[src/rtl/sync_up_counter_mod_if.sv]
// sync_up_counter_mod_if
//   Control and status bundle for sync_up_counter_mod.
//   Parameter:
//     N         counter width in bits
//   Signals:
//     en        count enable
//     clr       synchronous clear of counter and prescaler
//     load      synchronous parallel load
//     load_val  value to load (clamped to MODULUS-1 by the counter)
//     ovf_clr   clears the sticky overflow flag
//     Q         current count
//     tc        terminal count (Q == MODULUS-1), combinational
//     wrap      one-cycle pulse on rollover
//     ovf       sticky overflow flag
//   Modports:
//     master    drives controls, observes status
//     slave     the counter side
interface sync_up_counter_mod_if #(
    parameter int unsigned N = 7
);
    logic         en;
    logic         clr;
    logic         load;
    logic [N-1:0] load_val;
    logic         ovf_clr;
    logic [N-1:0] Q;
    logic         tc;
    logic         wrap;
    logic         ovf;

    modport master (
        output en, clr, load, load_val, ovf_clr,
        input  Q, tc, wrap, ovf
    );

    modport slave (
        input  en, clr, load, load_val, ovf_clr,
        output Q, tc, wrap, ovf
    );
endinterface

[src/rtl/sync_up_counter_mod.sv]
// sync_up_counter_mod
//   Synchronous N-bit modulo up-counter with prescaler, parallel load,
//   terminal-count, wrap pulse and sticky overflow flag. All state is on a
//   single clock, so every count bit changes on the same edge.
//   Parameters:
//     N        counter width in bits (N >= 1)
//     MODULUS  count range 0..MODULUS-1 (2 <= MODULUS <= 2**N)
//     DIV      enabled cycles per count step (DIV >= 1)
//   Ports:
//     clk      rising-edge clock
//     reset_n  asynchronous active-low reset
//     bus      slave side of sync_up_counter_mod_if (controls in, status out)
//   Configuration macro:
//     SYNC_UP_COUNTER_SAT_EN  when defined, a step at MODULUS-1 holds the
//                             count there (saturating); wrap never asserts.
//                             Default: wrap-around to 0.
module sync_up_counter_mod #(
    parameter int unsigned N       = 7,
    parameter int unsigned MODULUS = 2 ** N,
    parameter int unsigned DIV     = 1
) (
    input  logic                  clk,
    input  logic                  reset_n,
    sync_up_counter_mod_if.slave  bus
);

`ifdef SYNC_UP_COUNTER_SAT_EN
    localparam bit SAT = 1'b1;
`else
    localparam bit SAT = 1'b0;
`endif

    localparam logic [N-1:0] TOP = N'(MODULUS - 1);

    logic [N-1:0] q;
    logic         wrap_r;
    logic         ovf_r;
    logic         step;
    logic         at_top;
    logic         hold;       // clr or load overrides counting this cycle
    logic [N-1:0] load_clamped;

    assign at_top       = (q == TOP);
    assign hold         = bus.clr || bus.load;
    assign load_clamped = (bus.load_val > TOP) ? TOP : bus.load_val;

    // Prescaler: advances only on enabled cycles not overridden by clr/load,
    // and step fires on its last phase. With DIV=1 there is no prescaler.
    generate
        if (DIV > 1) begin : g_pre
            localparam int unsigned PW = $clog2(DIV);
            localparam logic [PW-1:0] PRE_LAST = PW'(DIV - 1);
            logic [PW-1:0] pre;

            always_ff @(posedge clk or negedge reset_n) begin
                if (!reset_n) begin
                    pre <= '0;
                end else if (hold) begin
                    pre <= '0;
                end else if (bus.en) begin
                    pre <= (pre == PRE_LAST) ? '0 : pre + PW'(1);
                end
            end

            assign step = bus.en && (pre == PRE_LAST);
        end else begin : g_nopre
            assign step = bus.en;
        end
    endgenerate

    always_ff @(posedge clk or negedge reset_n) begin
        if (!reset_n) begin
            q      <= '0;
            wrap_r <= 1'b0;
            ovf_r  <= 1'b0;
        end else begin
            wrap_r <= 1'b0;

            // Set beats clear when both happen in the same cycle.
            if (!hold && step && at_top) begin
                ovf_r <= 1'b1;
            end else if (bus.ovf_clr) begin
                ovf_r <= 1'b0;
            end

            if (bus.clr) begin
                q <= '0;
            end else if (bus.load) begin
                q <= load_clamped;
            end else if (step) begin
                if (at_top) begin
                    q      <= SAT ? q : '0;
                    wrap_r <= !SAT;
                end else begin
                    q <= q + N'(1);
                end
            end
        end
    end

    assign bus.Q    = q;
    assign bus.tc   = at_top;
    assign bus.wrap = wrap_r;
    assign bus.ovf  = ovf_r;

endmodule
[src/flat_wrapper.sv]
// flat-port wrapper written by rule: the top's interface ports become plain ports
module sync_up_counter_mod_flat 
#(
    parameter int unsigned N       = 7,
    parameter int unsigned MODULUS = 2 ** N,
    parameter int unsigned DIV     = 1
)
  (clk, reset_n, bus_en, bus_clr, bus_load, bus_load_val, bus_ovf_clr, bus_Q, bus_tc, bus_wrap, bus_ovf);
  sync_up_counter_mod_if #(.N(N)) bus_i ();
  input  logic clk;
  input  logic reset_n;
  input wire logic [$bits(bus_i.en)-1:0] bus_en;
  input wire logic [$bits(bus_i.clr)-1:0] bus_clr;
  input wire logic [$bits(bus_i.load)-1:0] bus_load;
  input wire logic [$bits(bus_i.load_val)-1:0] bus_load_val;
  input wire logic [$bits(bus_i.ovf_clr)-1:0] bus_ovf_clr;
  output wire logic [$bits(bus_i.Q)-1:0] bus_Q;
  output wire logic [$bits(bus_i.tc)-1:0] bus_tc;
  output wire logic [$bits(bus_i.wrap)-1:0] bus_wrap;
  output wire logic [$bits(bus_i.ovf)-1:0] bus_ovf;
  assign bus_i.en = bus_en;
  assign bus_i.clr = bus_clr;
  assign bus_i.load = bus_load;
  assign bus_i.load_val = bus_load_val;
  assign bus_i.ovf_clr = bus_ovf_clr;
  assign bus_Q = bus_i.Q;
  assign bus_tc = bus_i.tc;
  assign bus_wrap = bus_i.wrap;
  assign bus_ovf = bus_i.ovf;
  sync_up_counter_mod #(.N(N), .MODULUS(MODULUS), .DIV(DIV)) u_core (.clk(clk), .reset_n(reset_n), .bus(bus_i));
endmodule
[config.mk]
export PLATFORM = sky130hd
export DESIGN_NAME = sync_up_counter_mod_flat
export DESIGN_NICKNAME = d
export VERILOG_FILES = /design/src/rtl/sync_up_counter_mod_if.sv /design/src/rtl/sync_up_counter_mod.sv /design/src/flat_wrapper.sv
export SDC_FILE = /design/constraint.sdc
export NUM_CORES = 1
export LEC_CHECK = 0
export BUFFER_PORTS_ARGS = -buffer_cell sky130_fd_sc_hd__buf_2
export CAP_MARGIN = 20
export CORE_MARGIN = 1.5
export CORE_UTILIZATION = 35
export DETAILED_ROUTE_END_ITERATION = 12
export REMOVE_ABC_BUFFERS = 1
export SYNTH_ARGS = -nofsm -noshare
export SYNTH_HDL_FRONTEND = slang
export SYNTH_SLANG_ARGS = --single-unit
[constraint.sdc]
create_clock -name clk -period 1.95 [get_ports clk]
set_clock_uncertainty 0.15 [all_clocks]
set_input_delay 0 -clock clk [delete_from_list [all_inputs] [get_ports clk]]
set_output_delay 0 -clock clk [all_outputs]
set_load 0.02 [all_outputs]
==> out/results.tsv, run 1 <==
metric	value	unit
final_nets	108	
synth_ff_type	dfrtp_1	
io_pins	23	
required	1.95	ns
drive_above_1_share	0.3441	
synth_area_per_cell	9.585	µm²
wire_per_inst	13.13	µm
dieArea	1777	µm²
ys_types	27	
hold_slack	0.3241	ns
cp_cell_sequence	ha_2 -> nand2_1 -> o2111ai_1 -> a21oi_1 -> dlygate4sd3_1	
multiInputGateArea	276.5	µm²
netlist_instances	56	
first_iter_violations	3	
initial_core_util	0.3929	
finalCriticalPeriod	1.856	ns
cts_made_buffers	3	
p_per_area	565.0	nW/µm²
fin_setup_tns	0	ns
regArea	227.7	µm²
num_antenna_cells	0	
dpl.hpwl	916.6	µm
ys_ff_latch	9	
critPathArrivalTime	1.85	ns
die_w	42.16	µm
drt-pass1-iter-count	2	
hold_class	flop to flop	
cts_setup_buffers	0	
cts_sinks	9	
path_max_fanout	6	
clockRootBuffer	clkbuf_4	
maxCapViolCount	0	
status	finished, final reports clean	
ant_nets	0	
antenna_found_initial	0	
p_leak	0.3995	nW
ys_seq_area_frac	0.4196	
relSlewSlack	0.7248	
synth_edf_count	0	
htreeDepth	1	
drc_errors	0	
fillerInstances	132	
syn_area	536.8	µm²
timing.final.crit_share	0.9518	
die_h	42.16	µm
core	1366	µm²
grt_max_degree	12	
ys_warn_count	0	
fin_util	0.6016	
viasPerCell	5.315	
crit_path_max_incr_delay	0.55	ns
worst_slew_pin_slew	0.4114	ns
vias	574	
fmax	538.8	MHz
grt_pass1_vias	549	
syn2layout_area_growth	53.15	%
rsz0062_at_grt	false	
clock_path_buffers	2	
critPathCaptureType	flop	
max-vdd-ir-drop	0.4429	mV
setup_viol	0	
grt_pass1_wl	2311	µm
slew_violations	0	
track_usage	0.1744	
cpMaxStageDelayCell	dlygate4sd3_1	
portBuffers	22	
critPathKind	flop to flop	
cp-start-kind	flop	
overflow	0	
wl	1418	µm
gp_congestion	0.8010	
insertion_delay	0.26	ns
path_clk_slew	0.06	ns
cts_tree	yes	
hold_viol	0	
synth-async-reset-ratio	1.000	
rows	13	
==> power by group <==
group | leakage [nW] | internal, mW | switching (mW)
logic | 0.268 | 0.0513 | 0.0507
registers | 0.116 | 0.197 | 0.0154
clock network | 0.0150 | 0.0792 | 0.0709
==> cell usage in the layout, fill, tap and decap left out, types with 2 or more instances in the layout <==
cell type / instances
dfrtp_1: 7
nor2_1: 4
nor3b_1: 2
buf_2: 22
dlygate4sd3_1: 14
xor2_1: 3
dfrtp_2: 2
nand2_1: 3
nand3_1: 2
clkbuf_4: 3
a21oi_1: 4
a211oi_1: 3
inv_1: 6
a221oi_2: 2
==> cell type report <==
class | instances | area share
sequential | 9 | 0.2770
clock buffer | 4 | 0.03196
multi-input combinational | 38 | 0.3364
timing repair buffer | 36 | 0.3044
tap | 15 | 0.02283
inverter | 6 | 0.02740
==> cell families after synthesis <==
logic type / count (synthesis) / synth area share
flops: 9 / 0.4196
simple gates: 17 / 0.1818
buf+inv: 9 / 0.06992
xor+xnor: 3 / 0.04896
fa+ha+maj: 1 / 0.02331
compound gates: 17 / 0.2564
==> through the flow <==
| step | instances | setup WS, ns | total power [mW] | instance area, µm² |
|---|---|---|---|---|
| 3_3_place_gp | 90 | 0.4224 | 0.2937 | 650.6 |
| 5_1_grt | 108 | 0.006823 | 0.4918 | 822.0 |
| 3_5_place_dp | 90 | 0.4132 | 0.2940 | 650.6 |
| 6_report | 108 | 0.09407 | 0.4645 | 822.0 |
| 4_1_cts | 108 | 0.03456 | 0.4681 | 817.0 |
| 2_1_floorplan | 53 | 0.3223 | 0.2540 | 521.8 |
==> synth_stat cells, types with 2 or more instances <==
| library cell | instances | area, µm² |
|---|---|---|
| dfrtp_1 | 9 | 225.2 |
| buf_2 | 2 | 10.01 |
| a21oi_1 | 4 | 20.02 |
| nor3b_1 | 2 | 15.01 |
| nor2_1 | 4 | 15.01 |
| a221oi_2 | 2 | 30.03 |
| nand2_1 | 3 | 11.26 |
| xor2_1 | 3 | 26.28 |
| inv_1 | 6 | 22.52 |
| nand3_1 | 2 | 10.01 |
| a211oi_1 | 3 | 22.52 |
==> flip-flops by register name, summed over array words and instances, names as in the netlist <==
signal	flops
u_core.bus.Q	7
u_core.bus.ovf	1
u_core.bus.wrap	1
==> repair_timing <==
action,CTS,global route
endpoints found under the hold margin,18,0
hold buffers,14,0
gates resized for setup,0,3
setup endpoints to repair,0,1
==> final timing paths <==
kind | from | endpoint | slack [ns] | cells past startpoint
max | u_core.bus.Q[0]$_DFFE_PN0P_ | u_core.bus.Q[1]$_DFFE_PN0P_ | 0.09 | 5
min | u_core.bus.ovf$_DFFE_PN0P_ | u_core.bus.ovf$_DFFE_PN0P_ | 0.32 | 1
max reg2reg | u_core.bus.Q[0]$_DFFE_PN0P_ | u_core.bus.Q[1]$_DFFE_PN0P_ | 0.09 | 5
min reg2reg | u_core.bus.ovf$_DFFE_PN0P_ | u_core.bus.ovf$_DFFE_PN0P_ | 0.32 | 1
max in group asynchronous | reset_n | u_core.bus.Q[1]$_DFFE_PN0P_ | 0.76 | 3
min in group asynchronous | reset_n | u_core.bus.wrap$_DFF_PN0_ | 0.58 | 3
==> metal layers <==
metal / vias up / routed length, µm / GRT usage
li1: 281 / - / -
met1: 276 / 662 / 0.2016
met2: 17 / 689 / 0.3046
met3: 0 / 66 / 0.05172
met4: 0 / 0 / 0.05625
met5: - / 0 / 0
==> critical path: cells and delay by family, from the launching register on <==
family | cells | cell delay (ns)
flops | 1 | 0.41
fa+ha+maj | 1 | 0.21
buf+inv | 1 | 0.55
simple gates | 1 | 0.12
compound gates | 2 | 0.29
No activity file was read; power rests on OpenSTA's default activity.
==> inputs of run 2 (changes only) <==
MAX_ROUTING_LAYER = met4   (was unset)
==> run 2 against run 1 <==
Hold slack about the same. Total power is essentially flat. Critical path type unchanged. Combinational power hardly changed. Clock power hardly changed.
==> out/results.tsv, run 2 (same netlist as run 1, synthesis figures left out) <==
metric	value	unit
rsz0062_at_grt	false	
finalPower	464.0	µW
num_antenna_cells	0	
grt_pass1_vias	547	
wl	1410	µm
die_w	42.16	µm
die_h	42.16	µm
cts_setup_buffers	0	
rows	13	
cts_made_buffers	3	
relSlewSlack	0.7241	
wire_per_inst	13.06	µm
maxCapViolCount	0	
dieArea	1777	µm²
critPathCaptureType	flop	
path_clk_slew	0.06	ns
layout_common_cells	buf_2, dlygate4sd3_1, dfrtp_1, inv_1	
critPathKind	flop to flop	
cpMaxStageDelayCell	dlygate4sd3_1	
clock_path_buffers	2	
drt-pass1-iter-count	2	
required	1.95	ns
ant_nets	0	
grt_max_degree	12	
cp-start-kind	flop	
hold_viol	0	
max-vdd-ir-drop	0.4421	mV
track_usage	0.1792	
fmax	538.6	MHz
largest_register_ffs	7	
dpl.hpwl	916.6	µm
initial_core_util	0.3929	
final_nets	108	
p_per_area	564.5	nW/µm²
overflow	0	
fin_setup_tns	0	ns
grt_pass1_wl	2311	µm
setup_viol	0	
viasPerCell	5.269	
fin_util	0.6016	
p_leak	0.3995	nW
crit_family	buffers and inverters	
slew_violations	0	
status	finished, final reports clean	
timing.final.crit_share	0.9522	
portBuffers	22	
drc_errors	0	
clockRootBuffer	clkbuf_4	
hold_class	flop to flop	
crit_path_max_incr_delay	0.55	ns
first_iter_violations	4	
syn2layout_area_growth	53.15	%
cp.buffers_inverters	1	
core	1366	µm²
worst_slew_pin_slew	0.4124	ns
antenna_found_initial	0	
fillerInstances	132	
path_max_fanout	6	
final_common_cell	buf_2	
cts_tree	yes	
insertion_delay	0.26	ns
io_pins	23	
drive_above_1_share	0.3441	
cts_sinks	9	
finalCriticalPeriod	1.857	ns
cp_cell_sequence	ha_2 -> nand2_1 -> o2111ai_1 -> a21oi_1 -> dlygate4sd3_1	
vias	569	
htreeDepth	1	
gp_congestion	0.8125	
critPathArrivalTime	1.86	ns
run 2: where the power goes:
| part | switching (mW) | total (mW) | leakage [nW] | internal [mW] |
|---|---|---|---|---|
| logic | 0.0505 | 0.102 | 0.268 | 0.0514 |
| registers | 0.0153 | 0.212 | 0.116 | 0.197 |
| clock network | 0.0706 | 0.150 | 0.0150 | 0.0792 |
run 2: what timing repair did:
action | 4_1_cts | 5_1_grt
endpoints found under the hold margin | 18 | 0
hold buffers | 14 | 0
gates resized for setup | 0 | 3
endpoints found under the setup margin | 0 | 1
run 2: final cells by class:
cell class	count	area, µm²	area share
Clock buffer	4	26.28	0.03196
Multi-Input combinational cell	38	276.5	0.3364
Timing Repair Buffer	36	250.2	0.3044
Tap cell	15	18.77	0.02283
Inverter	6	22.52	0.02740
Sequential cell	9	227.7	0.2770
run 2: stage by stage:
step,std cells,instance area (µm²),hold slack [ns],setup slack (ns)
after floorplan,53,521.8,-0.4456,0.3223
after global placement,90,650.6,-0.2829,0.4224
after CTS,108,817.0,0.3294,0.03456
after detailed placement,90,650.6,-0.2862,0.4132
after global routing,108,822.0,0.3558,0.006823
final,108,822.0,0.3240,0.09328
run 2: final timing paths:
kind	start	end	slack, ns	depth (start not counted)
max	u_core.bus.Q[0]$_DFFE_PN0P_	u_core.bus.Q[1]$_DFFE_PN0P_	0.09	5
min in group asynchronous	reset_n	u_core.bus.wrap$_DFF_PN0_	0.58	3
min reg2reg	u_core.bus.ovf$_DFFE_PN0P_	u_core.bus.ovf$_DFFE_PN0P_	0.32	1
min	u_core.bus.ovf$_DFFE_PN0P_	u_core.bus.ovf$_DFFE_PN0P_	0.32	1
max in group asynchronous	reset_n	u_core.bus.Q[1]$_DFFE_PN0P_	0.76	3
max reg2reg	u_core.bus.Q[0]$_DFFE_PN0P_	u_core.bus.Q[1]$_DFFE_PN0P_	0.09	5
run 2: metal layers:
layer / wire length [µm] / GRT usage
met3: 63 / 0.05172
met5: 0 / -
met2: 683 / 0.3046
met1: 663 / 0.2016
met4: 0 / 0.05625
==> inputs of run 3 (changes only) <==
CELL_PAD_IN_SITES_DETAIL_PLACEMENT = 1   (was unset)
CELL_PAD_IN_SITES_GLOBAL_PLACEMENT = 2   (was unset)
CORE_ASPECT_RATIO = 0.7   (was unset)
CORE_UTILIZATION = 27   (was 35)
CTS_BUF_LIST = sky130_fd_sc_hd__clkbuf_2 sky130_fd_sc_hd__clkbuf_4 sky130_fd_sc_hd__clkbuf_8   (was unset)
PLACE_DENSITY_LB_ADDON = 0.1   (was unset)
==> run 3 against run 2 <==
Clock-buffer cell count unchanged. Critical path type is now flop to output port. Global-route usage shrank 0.44 points. Total power is 1.5% higher. Sequential share of layout area is 0.47 points lower. Clock power increased by 3%. Via count fell by 1.4%. Register-to-register slack gained 0.30 ns. Sequential power barely moved.
==> out/results.tsv, run 3 (same netlist as run 1, synthesis figures left out) <==
metric	value	unit
status	finished, final reports clean	
overflow	0	
wl	1692	µm
path_max_fanout	6	
grt_pass1_vias	551	
antenna_found_initial	0	
place_ws	0.4223	ns
cp-start-kind	flop	
fin_setup_tns	0	ns
clockRootBuffer	clkbuf_4	
final_area	827.0	µm²
grt_max_degree	12	
relSlewSlack	0.7023	
final_nets	108	
gr-max-usage-layer	met2	
maxCapViolCount	0	
hold_class	flop to flop	
critPathArrivalTime	1.48	ns
hold_slack	0.3517	ns
cts_made_buffers	3	
use_met2	0.2941	
first_iter_violations	7	
critPathKind	flop to output port	
dpl.hpwl	1214	µm
ant_nets	0	
largest_register_ffs	7	
cts_sinks	9	
path_clk_slew	0.06	ns
io_pins	23	
grtUsageMet3	0.04839	
final_common_cell	buf_2	
critPathCaptureType	output port	
num_antenna_cells	0	
max-vdd-ir-drop	0.3240	mV
timing.final.crit_share	0.8346	
hold_viol	0	
grt_pass1_wl	2711	µm
gp_congestion	0.7821	
cts_resized	0	
drt-pass1-iter-count	3	
met1_usage	0.2111	
p_per_area	569.8	nW/µm²
drive_above_1_share	0.3333	
core	1871	µm²
fillerInstances	225	
die_w	56.29	µm
insertion_delay	0.26	ns
setup_ws	0.3225	ns
required	1.80	ns
portBuffers	22	
drc_errors	0	
htreeDepth	1	
dpl_cell_area	666.9	µm²
cts_tree	yes	
clock_path_buffers	2	
initial_core_util	0.2870	
p_leak	0.4073	nW
wire_per_inst	14.71	µm
fmax	614.5	MHz
slew_violations	0	
layout_common_cells	buf_2, dlygate4sd3_1, dfrtp_1, inv_1	
die_h	40.31	µm
track_usage	0.1748	
rows	13	
worst_slew_pin_slew	0.4451	ns
viasPerCell	4.878	
rsz0062_at_grt	false	
finalCriticalPeriod	1.627	ns
vias	561	
setup_viol	0	
syn2layout_area_growth	54.08	%
dieArea	2269	µm²
run 3: changes by cell type in the layout (fill, tap and decap cells not counted):
cell	delta
buf_4	+1
clkbuf_1	-1
clkbuf_4	+1
dfrtp_1	+2
dfrtp_2	-2
dlygate4sd3_1	-1
ha_1	+1
ha_2	-1
run 3: worst max-delay path: stages, from the launching register on:
cell     delay (ns)
dfrtp_1        0.44
ha_1           0.26
nand2_1        0.13
nor2_1         0.19
buf_2          0.20
run 3: power by group:
group          leakage, nW  total (mW)  internal (mW)  switching (mW)
clock network       0.0184       0.154         0.0925          0.0617
registers            0.119       0.212          0.197          0.0149
logic                0.270       0.105         0.0510          0.0545
total                0.407       0.471          0.340           0.131
run 3: area by class of cell:
type                    instances  area [µm²]  area share
well taps                      22       27.53     0.03328
repair buffers                 36       247.7      0.2995
flip-flops and latches          9       225.2      0.2723
clock buffers                   4       30.03     0.03631
multi-input cells              38       274.0      0.3313
inverters                       6       22.52     0.02723
run 3: final timing paths:
kind | endpoint | start | cells past startpoint | slack, ns
min in group asynchronous | u_core.bus.Q[3]$_DFFE_PN0P_ | reset_n | 3 | 0.59
worst min register to register | u_core.bus.ovf$_DFFE_PN0P_ | u_core.bus.ovf$_DFFE_PN0P_ | 1 | 0.35
max in group asynchronous | u_core.bus.Q[2]$_DFFE_PN0P_ | reset_n | 3 | 0.75
worst max-delay path | bus_tc | u_core.bus.Q[0]$_DFFE_PN0P_ | 4 | 0.32
worst max register to register | u_core.bus.ovf$_DFFE_PN0P_ | u_core.bus.Q[0]$_DFFE_PN0P_ | 4 | 0.39
worst min-delay path | u_core.bus.ovf$_DFFE_PN0P_ | u_core.bus.ovf$_DFFE_PN0P_ | 1 | 0.35
run 3: timing repair:
action                                 CTS  global route
hold buffers                            13             0
setup buffers                            0             0
endpoints found under the hold margin   18             0
run 3: per-stage QoR:
stage	total power, mW	cells	util
after floorplan	0.2540	53	-
after global placement	0.3011	98	0.3565
after detailed placement	0.2998	98	0.3565
after CTS	0.4793	115	0.4421
after global routing	0.5035	115	0.4421
final	0.4712	115	0.4421
run 3: per-layer routing:
metal	up-vias	wire length, µm
li1	280	-
met1	268	873
met2	11	759
met3	2	46
met4	0	12
met5	-	0
